File: config.mk
export PLATFORM = sky130hd
export DESIGN_NAME = seq_divider
export DESIGN_NICKNAME = d
export VERILOG_FILES = /design/src/rtl/seq_divider.sv
export SDC_FILE = /design/constraint.sdc
export NUM_CORES = 1
export LEC_CHECK = 0
export ABC_AREA = 1
export CAP_MARGIN = 20
export CORE_ASPECT_RATIO = 0.75
export CORE_MARGIN = 10
export CORE_UTILIZATION = 35
export CTS_BUF_LIST = sky130_fd_sc_hd__clkbuf_2 sky130_fd_sc_hd__clkbuf_4 sky130_fd_sc_hd__clkbuf_8
export DETAILED_ROUTE_END_ITERATION = 10
export REMOVE_ABC_BUFFERS = 1
export SYNTH_ARGS = -nofsm -noshare
export SYNTH_HDL_FRONTEND = slang
export SYNTH_SLANG_ARGS = --single-unit
File: constraint.sdc
create_clock -name clk -period 2.19 [get_ports clk]
set_clock_uncertainty 0.2 [all_clocks]
set_input_delay 0.438 -clock clk [delete_from_list [all_inputs] [get_ports clk]]
set_output_delay 0.438 -clock clk [all_outputs]
set_load 0.01 [all_outputs]
File: src/rtl/seq_divider.sv
`default_nettype none
// ============================================================================
// Module      : seq_divider
// Description : Multi-cycle restoring radix-2 integer divider. Produces one
//               quotient bit per clock via a trial subtraction, with a
//               start/busy/done handshake. Reports quotient, remainder,
//               ALU-style N/Z/V flags and divide-by-zero.
// Ports       :
//   clk          in   clock, rising edge
//   rst          in   synchronous active-high reset
//   start        in   request, sampled only in IDLE
//   is_signed    in   1 = two's-complement operands (sampled with start)
//   dividend     in   N-bit dividend (sampled with start)
//   divisor      in   N-bit divisor (sampled with start)
//   busy         out  high from the cycle after acceptance until done
//   done         out  one-cycle pulse, results valid from this cycle
//   quotient     out  N-bit quotient, held until next operation's FIX
//   remainder    out  N-bit remainder, held until next operation's FIX
//   div_by_zero  out  divisor was zero
//   flag_n       out  quotient[N-1]
//   flag_z       out  quotient == 0
//   flag_v       out  signed overflow (most-negative / -1)
// Revision    : 1.0 - initial release
// ============================================================================
module seq_divider #(
  parameter int N = 24
) (
  input  logic         clk,
  input  logic         rst,
  input  logic         start,
  input  logic         is_signed,
  input  logic [N-1:0] dividend,
  input  logic [N-1:0] divisor,
  output logic         busy,
  output logic         done,
  output logic [N-1:0] quotient,
  output logic [N-1:0] remainder,
  output logic         div_by_zero,
  output logic         flag_n,
  output logic         flag_z,
  output logic         flag_v
);

  localparam int CW = $clog2(N);

  typedef enum logic [1:0] {
    S_IDLE = 2'd0,
    S_CALC = 2'd1,
    S_FIX  = 2'd2,
    S_DONE = 2'd3
  } state_t;

  state_t         state_q;
  logic [CW-1:0]  count_q;
  logic [N-1:0]   dvd_q;      // dividend magnitude; quotient bits shift in at LSB
  logic [N-1:0]   dsr_q;      // divisor magnitude
  logic [N-1:0]   rem_q;      // partial remainder
  logic           quot_neg_q;
  logic           rem_neg_q;
  logic           ovf_q;
  logic           op_dbz_q;
  logic           busy_q;
  logic           done_q;
  logic [N-1:0]   quot_q;
  logic [N-1:0]   rem_out_q;
  logic           dbz_q;
  logic           n_q;
  logic           z_q;
  logic           v_q;

  // Operand conditioning at acceptance
  logic           w_sa;
  logic           w_sb;
  logic [N-1:0]   w_mag_a;
  logic [N-1:0]   w_mag_b;
  logic           w_ovf;

  assign w_sa    = is_signed & dividend[N-1];
  assign w_sb    = is_signed & divisor[N-1];
  assign w_mag_a = w_sa ? -dividend : dividend;
  assign w_mag_b = w_sb ? -divisor  : divisor;
  assign w_ovf   = is_signed && (dividend == {1'b1, {(N-1){1'b0}}}) && (divisor == '1);

  // One restoring step. The partial remainder is always below 2^(N-1)
  // before the shift, so dropping rem_q[N-1] loses nothing.
  logic [N-1:0]   w_rem_t;
  logic [N:0]     w_diff;
  logic           w_borrow;

  assign w_rem_t  = {rem_q[N-2:0], dvd_q[N-1]};
  assign w_diff   = {1'b0, w_rem_t} - {1'b0, dsr_q};
  assign w_borrow = w_diff[N];

  // Sign-corrected results presented to the output registers in FIX
  logic [N-1:0]   quot_d;
  logic [N-1:0]   rem_d;

  always_comb begin
    quot_d = quot_neg_q ? -dvd_q : dvd_q;
    rem_d  = rem_neg_q  ? -rem_q : rem_q;
    if (op_dbz_q) begin
      quot_d = '1;
      rem_d  = dvd_q;           // raw dividend was latched for this case
    end
  end

  always_ff @(posedge clk) begin
    if (rst) begin
      state_q    <= S_IDLE;
      count_q    <= '0;
      dvd_q      <= '0;
      dsr_q      <= '0;
      rem_q      <= '0;
      quot_neg_q <= 1'b0;
      rem_neg_q  <= 1'b0;
      ovf_q      <= 1'b0;
      op_dbz_q   <= 1'b0;
      busy_q     <= 1'b0;
      done_q     <= 1'b0;
      quot_q     <= '0;
      rem_out_q  <= '0;
      dbz_q      <= 1'b0;
      n_q        <= 1'b0;
      z_q        <= 1'b0;
      v_q        <= 1'b0;
    end else begin
      done_q <= 1'b0;
      case (state_q)
        S_IDLE: begin
          if (start) begin
            busy_q <= 1'b1;
            if (divisor == '0) begin
              state_q    <= S_FIX;
              op_dbz_q   <= 1'b1;
              dvd_q      <= dividend;
              quot_neg_q <= 1'b0;
              rem_neg_q  <= 1'b0;
              ovf_q      <= 1'b0;
            end else begin
              state_q    <= S_CALC;
              op_dbz_q   <= 1'b0;
              dvd_q      <= w_mag_a;
              dsr_q      <= w_mag_b;
              rem_q      <= '0;
              quot_neg_q <= w_sa ^ w_sb;
              rem_neg_q  <= w_sa;
              ovf_q      <= w_ovf;
              count_q    <= CW'(N - 1);
            end
          end
        end
        S_CALC: begin
          dvd_q   <= {dvd_q[N-2:0], ~w_borrow};
          rem_q   <= w_borrow ? w_rem_t : w_diff[N-1:0];
          count_q <= count_q - CW'(1);
          if (count_q == '0) begin
            state_q <= S_FIX;
          end
        end
        S_FIX: begin
          quot_q    <= quot_d;
          rem_out_q <= rem_d;
          dbz_q     <= op_dbz_q;
          n_q       <= quot_d[N-1];
          z_q       <= (quot_d == '0);
          v_q       <= ovf_q;
          busy_q    <= 1'b0;
          state_q   <= S_DONE;
        end
        S_DONE: begin
          done_q  <= 1'b1;
          state_q <= S_IDLE;
        end
        default: state_q <= S_IDLE;
      endcase
    end
  end

  assign busy        = busy_q;
  assign done        = done_q;
  assign quotient    = quot_q;
  assign remainder   = rem_out_q;
  assign div_by_zero = dbz_q;
  assign flag_n      = n_q;
  assign flag_z      = z_q;
  assign flag_v      = v_q;

endmodule
`default_nettype wire

**Word-level counts from Yosys, hierarchy flattened**

Index checks and enable logic that the tools add are counted.

- Add/subtract/negate cells: 6
- Equality and inequality tests: 8
- Mux-type cells: 27
- Bitwise logic cells: 5
- Reductions and logical operators: 14

Operators by type and width:

| operator | count |
|---|---|
| $mux 24 | 11 |
| $neg 24->24 | 4 |
| $pmux 24 s2 | 2 |
| $eq 24x24->1 const B | 2 |
| $logic_not 24->1 | 2 |
| $sub 24x24->25 | 1 |
| $mux 5 | 2 |
| $pmux 5 s2 | 1 |
| $pmux 2 s4 | 1 |
| $reduce_and 2->1 | 4 |
| $mux 1 | 6 |
| $mux 2 | 3 |
| $ne 2x2->1 const B | 3 |
| $reduce_and 3->1 | 2 |
| $logic_not 5->1 | 1 |
| $sub 5x1->5 const B | 1 |
| $eq 2x2->1 const B | 2 |
| $reduce_bool 2->1 | 2 |
| $and 1x1->1 | 2 |
| $eq 2x1->1 const B | 1 |
| $logic_and 1x1->1 | 2 |
| $logic_not 2->1 | 1 |
| $not 1->1 | 2 |
| $pmux 1 s2 | 1 |
| $xor 1x1->1 | 1 |

- Register bits: 137
- Input bits: 52
- Output and inout bits: 54
- Logic and storage cells: 77

**Logic depth before layout (Yosys ltp)**

- Word-level depth: 5
- Gate-level depth with buffers: 15
- Gate-level depth less buffers: 15

**Worst setup path before layout**

Ideal clock, no wire load.

- Path kind: reg-to-reg
- From: register dvd_q[23]
- To: register rem_q[16]
- Library setup time: 132 ps
- Arrival: 2080 ps
- Data required time: 1858 ps
- Path slack: -222 ps
- Cell stages (with the launch flop): 15
- Buffers on the path: 1
- Period minus slack after synthesis: 2412 ps
- Cells stage by stage: dfxtp_1 inv_1 ha_1 fa_1 inv_1 nand3_1 nand2_1 nand3_1 nand3_1 nand3_1 nand3_2 buf_2 nand3_1 o211ai_1 a21oi_2

- Longest elaborated chain between the ends: 3

Ends and longest elaborated chain:

| item | line | source |
|---|---|---|
| start: declaration | 55 | `logic [N-1:0] dvd_q;` |
| start signal: assignment | 135 | `dvd_q <= dividend;` |
| start signal: assignment | 142 | `dvd_q <= w_mag_a;` |
| start signal: assignment | 153 | `dvd_q <= {dvd_q[N-2:0], ~w_borrow};` |
| $sub 24x24->25 | 91 | `assign w_diff = {1'b0, w_rem_t} - {1'b0, dsr_q};` |
| $mux 24 | 154 | `rem_q <= w_borrow ? w_rem_t : w_diff[N-1:0];` |
| $pmux 24 s2 | 128 | `case (state_q)` |
| end signal: assignment | 154 |  |
| end: declaration | 57 | `logic [N-1:0] rem_q;` |

No other way between the ends.
A chain may end at the register's enable or synchronous reset.

**Worst setup path in the final report**

- From: register dvd_q[23]
- To: register rem_q[10]

The elaborated chain is that of the path after synthesis.

==> impl_metrics.toml <==
[synthesis]
synth_cell_types = 47
synthesis.yosys.warnings = 0
post_synth_inst_count = 1584
mean_instance_size_in_the_synthesized_netlist_um2 = 6.16
register_bit_total_from_synthesis = 136
synth_top_cell_area_share_pct = 27.9
post_synth_instance_area_um2 = 9760
synthDominantAreaCellType = "sky130_fd_sc_hd__dfxtp_1"
yosys-top-cells-area = "sky130_fd_sc_hd__dfxtp_1 28%, sky130_fd_sc_hd__nand2_1 14%, sky130_fd_sc_hd__a21oi_1 9.5%"
synth_sequential_area_ratio_pct = 27.9

[placement]
place.detailed.instances = 2262
place_congestion = 0.906
place.detailed.hpwl_um = 28500
count_of_input_and_output_buffers = 105
placement.cell_area_um2 = 13300

[cts]
clock_latency_at_the_later_pin_of_the_worst_skew_pair_ns = 0.50
tritoncts = "yes"
cts_htree_levels = 4
clkSinkCount = 136
postCtsHoldBufs = 0
tritoncts.num_buffers = 17
ctsLongestPathBuffers = 2
clock-root-buffer = "sky130_fd_sc_hd__clkbuf_8"
clkTransAtPathRegs_ns = 0.10

[power_and_ir_drop]
total_leakage_power_nw = 6.74
ir_worst_vdd_mv = 0.822
powerDensity_nw_per_um2 = 1170
power.total_mw = 17.1

[detailed_routing]
route.detailed.vias_per_inst = 5.08
remaining_drcs = 0
drtAntennaViolNets = 0
num_vias = 11700
drt_pass1_iterations = 5
detailedRoute.firstIterationViolations = 971
post_drt_wl_per_cell_um = 16.3
drt-total-wl_um = 37700

[outcome]
violations_in_the_final_reports = "setup timing"
status = "finished, violations left"

[sta]
slew-limit-headroom_pct = 59.3
hold_violations = 0
max_transition_viols_final = 0
period_minus_slack_ns = 2.41
final.period_utilization_pct = 110
worst_pin_slew_ns = 0.609
layout_setup_ws_ns = -0.222
setup_violation_total_in_the_final_timing_report = 25
setup-tns-final_ns = -4.12
fmax_mhz = 415
grt_setup_unrepaired = "true"

[hold_path]
min-delay-path-class = "in -> reg"

[setup_path]
worst_ep_arrival_time_ns = 2.58
critical_path_class = "reg -> reg"
timing.critical_path.fanout_max = 8
worst_ep_required_time_ns = 2.36
critPathCaptureType = "flip-flop"
worstSetupStartpointType = "flip-flop"

[global_route]
grtUsageTotal_pct = 21.2
wire_length_of_the_first_global_routing_pass_um = 59300
grt_antenna_before_repair = 0
globalRouteOverflowTotal = 0
grt_max_degree = 89
grt_pass1_vias = 11200

[layout]
design_area_um2 = 14700
final_cell_mix = "334 x sky130_fd_sc_hd__nand2_1, 287 x sky130_fd_sc_hd__buf_4, 171 x sky130_fd_sc_hd__a21oi_1, 152 x sky130_fd_sc_hd__inv_1, 148 x sky130_fd_sc_hd__nor2_1"
final-seq-area_um2 = 2740
final_core_utilization_pct = 53.9
fin_cells = 2310
fill_cells = 2656
multi_input_logic_area_um2 = 6830
final_common_cell = "sky130_fd_sc_hd__nand2_1"
final_layout_size_suffix_gt1_share_pct = 28.1
areaGrowthSynthToFinish_pct = 50.2
num-nets-final = 2034
antenna_cells = 0

[floorplan]
die_area_um2 = 35000
die_h_um = 165
floorplan.rows = 52
floorplan.initialDensity_pct = 35.9
core_area_um2 = 27200
die_width_um = 213
design.portCount = 106

[job]
number_of_max_capacitance_violations_reported = 0
[where the power goes]
group / internal, mW / leakage [nW] / total [mW] / switching (mW)
combinational: 4.82 / 5.44 / 11.2 / 6.42
sequential: 3.12 / 1.11 / 3.64 / 0.519
clock: 1.04 / 0.192 / 2.25 / 1.21
[worst max-delay path, cell delays in order, from the launching register on]
cell and delay (ns):
sky130_fd_sc_hd__dfxtp_2 0.37, sky130_fd_sc_hd__inv_4 0.06, sky130_fd_sc_hd__ha_4 0.16, sky130_fd_sc_hd__fa_2 0.35, sky130_fd_sc_hd__inv_2 0.06, sky130_fd_sc_hd__nand3_2 0.08, sky130_fd_sc_hd__nand2_4 0.11, sky130_fd_sc_hd__nand3_4 0.09
sky130_fd_sc_hd__nand3_4 0.08, sky130_fd_sc_hd__nand3_4 0.11, sky130_fd_sc_hd__nand3_4 0.21, sky130_fd_sc_hd__buf_6 0.16, sky130_fd_sc_hd__nand2_2 0.05, sky130_fd_sc_hd__o211ai_1 0.11, sky130_fd_sc_hd__a21oi_2 0.08
[repair_timing]
item | in CTS | in global routing
pin swaps | 34 | 49
resized for setup | 88 | 155
setup buffers | 6 | 6
setup endpoints to repair | 37 | 100
gates cloned | 3 | 1
[state kept, by name (all words and copies together) (netlist names)]
signal,flops
rem_neg_q,1
rem_q,24
op_dbz_q,1
quot_neg_q,1
busy,1
div_by_zero,1
remainder,24
dvd_q,24
ovf_q,1
done,1
flag_v,1
dsr_q,24
quotient,24
count_q,5
flag_z,1
state_q,2
[cells in the mapped netlist, drive strengths merged]
library cell	count
o211a	1
fa	1
nor3	22
buf	28
o211ai	27
clkbuf	42
xor2	33
clkinv	2
o32ai	1
nand4	14
o221a	1
o221ai	1
nor2	186
ha	35
and2	2
xnor2	16
nand3b	6
o21bai	4
inv	177
or2	4
dfxtp	136
a21oi	195
nand3	140
a211oi	1
a21o	1
o21ai	125
or3	1
a31oi	3
nor4	8
o21a	1
nand2	370
[layer usage]
layer | track usage [%] | up-vias | wire [um]
met5 | 0 | - | 0
met4 | 4.37 | 0 | 425
met3 | 4.13 | 35 | 2630
met2 | 30.7 | 367 | 15600
met1 | 31.5 | 5404 | 19100
li1 | - | 5936 | -
[cells by family after synthesis]
logic type                 count (synthesis)  synth area share, %
and+or+nand+nor                          753                 32.8
AOI/OAI and AO/OA                        361                 20.1
buffers and inverters                    249                 10.1
DFF                                      136                 27.9
xor gates and xnor gates                  49                 4.40
adders and majority gates                 36                 4.69
[worst paths after layout]
check / end / slack, ns / startpoint / depth (start not counted)
min: dsr_q[0] / 0.23 / divisor[0] / 5
min reg2reg: count_q[0] / 0.26 / count_q[0] / 1
max: rem_q[10] / -0.22 / dvd_q[23] / 14
max reg2reg: rem_q[10] / -0.22 / dvd_q[23] / 14
[cell type report]
cell class	count	area share, %
repair buffers	412	24.3
inverters	179	4.69
well taps	351	3.00
clock inverters	15	1.14
flip-flops and latches	136	18.7
multi-input cells	1200	46.6
clock buffers	17	1.60
[stage by stage]
stage | hold slack (ns) | worst slack, ns
after floorplan | 0.226 | -1.24
after global placement | 0.237 | -0.564
after detailed placement | 0.243 | -0.594
after CTS | 0.223 | -0.177
after global routing | 0.226 | -0.315
final | 0.231 | -0.222
(Power assumes the default switching activity.)
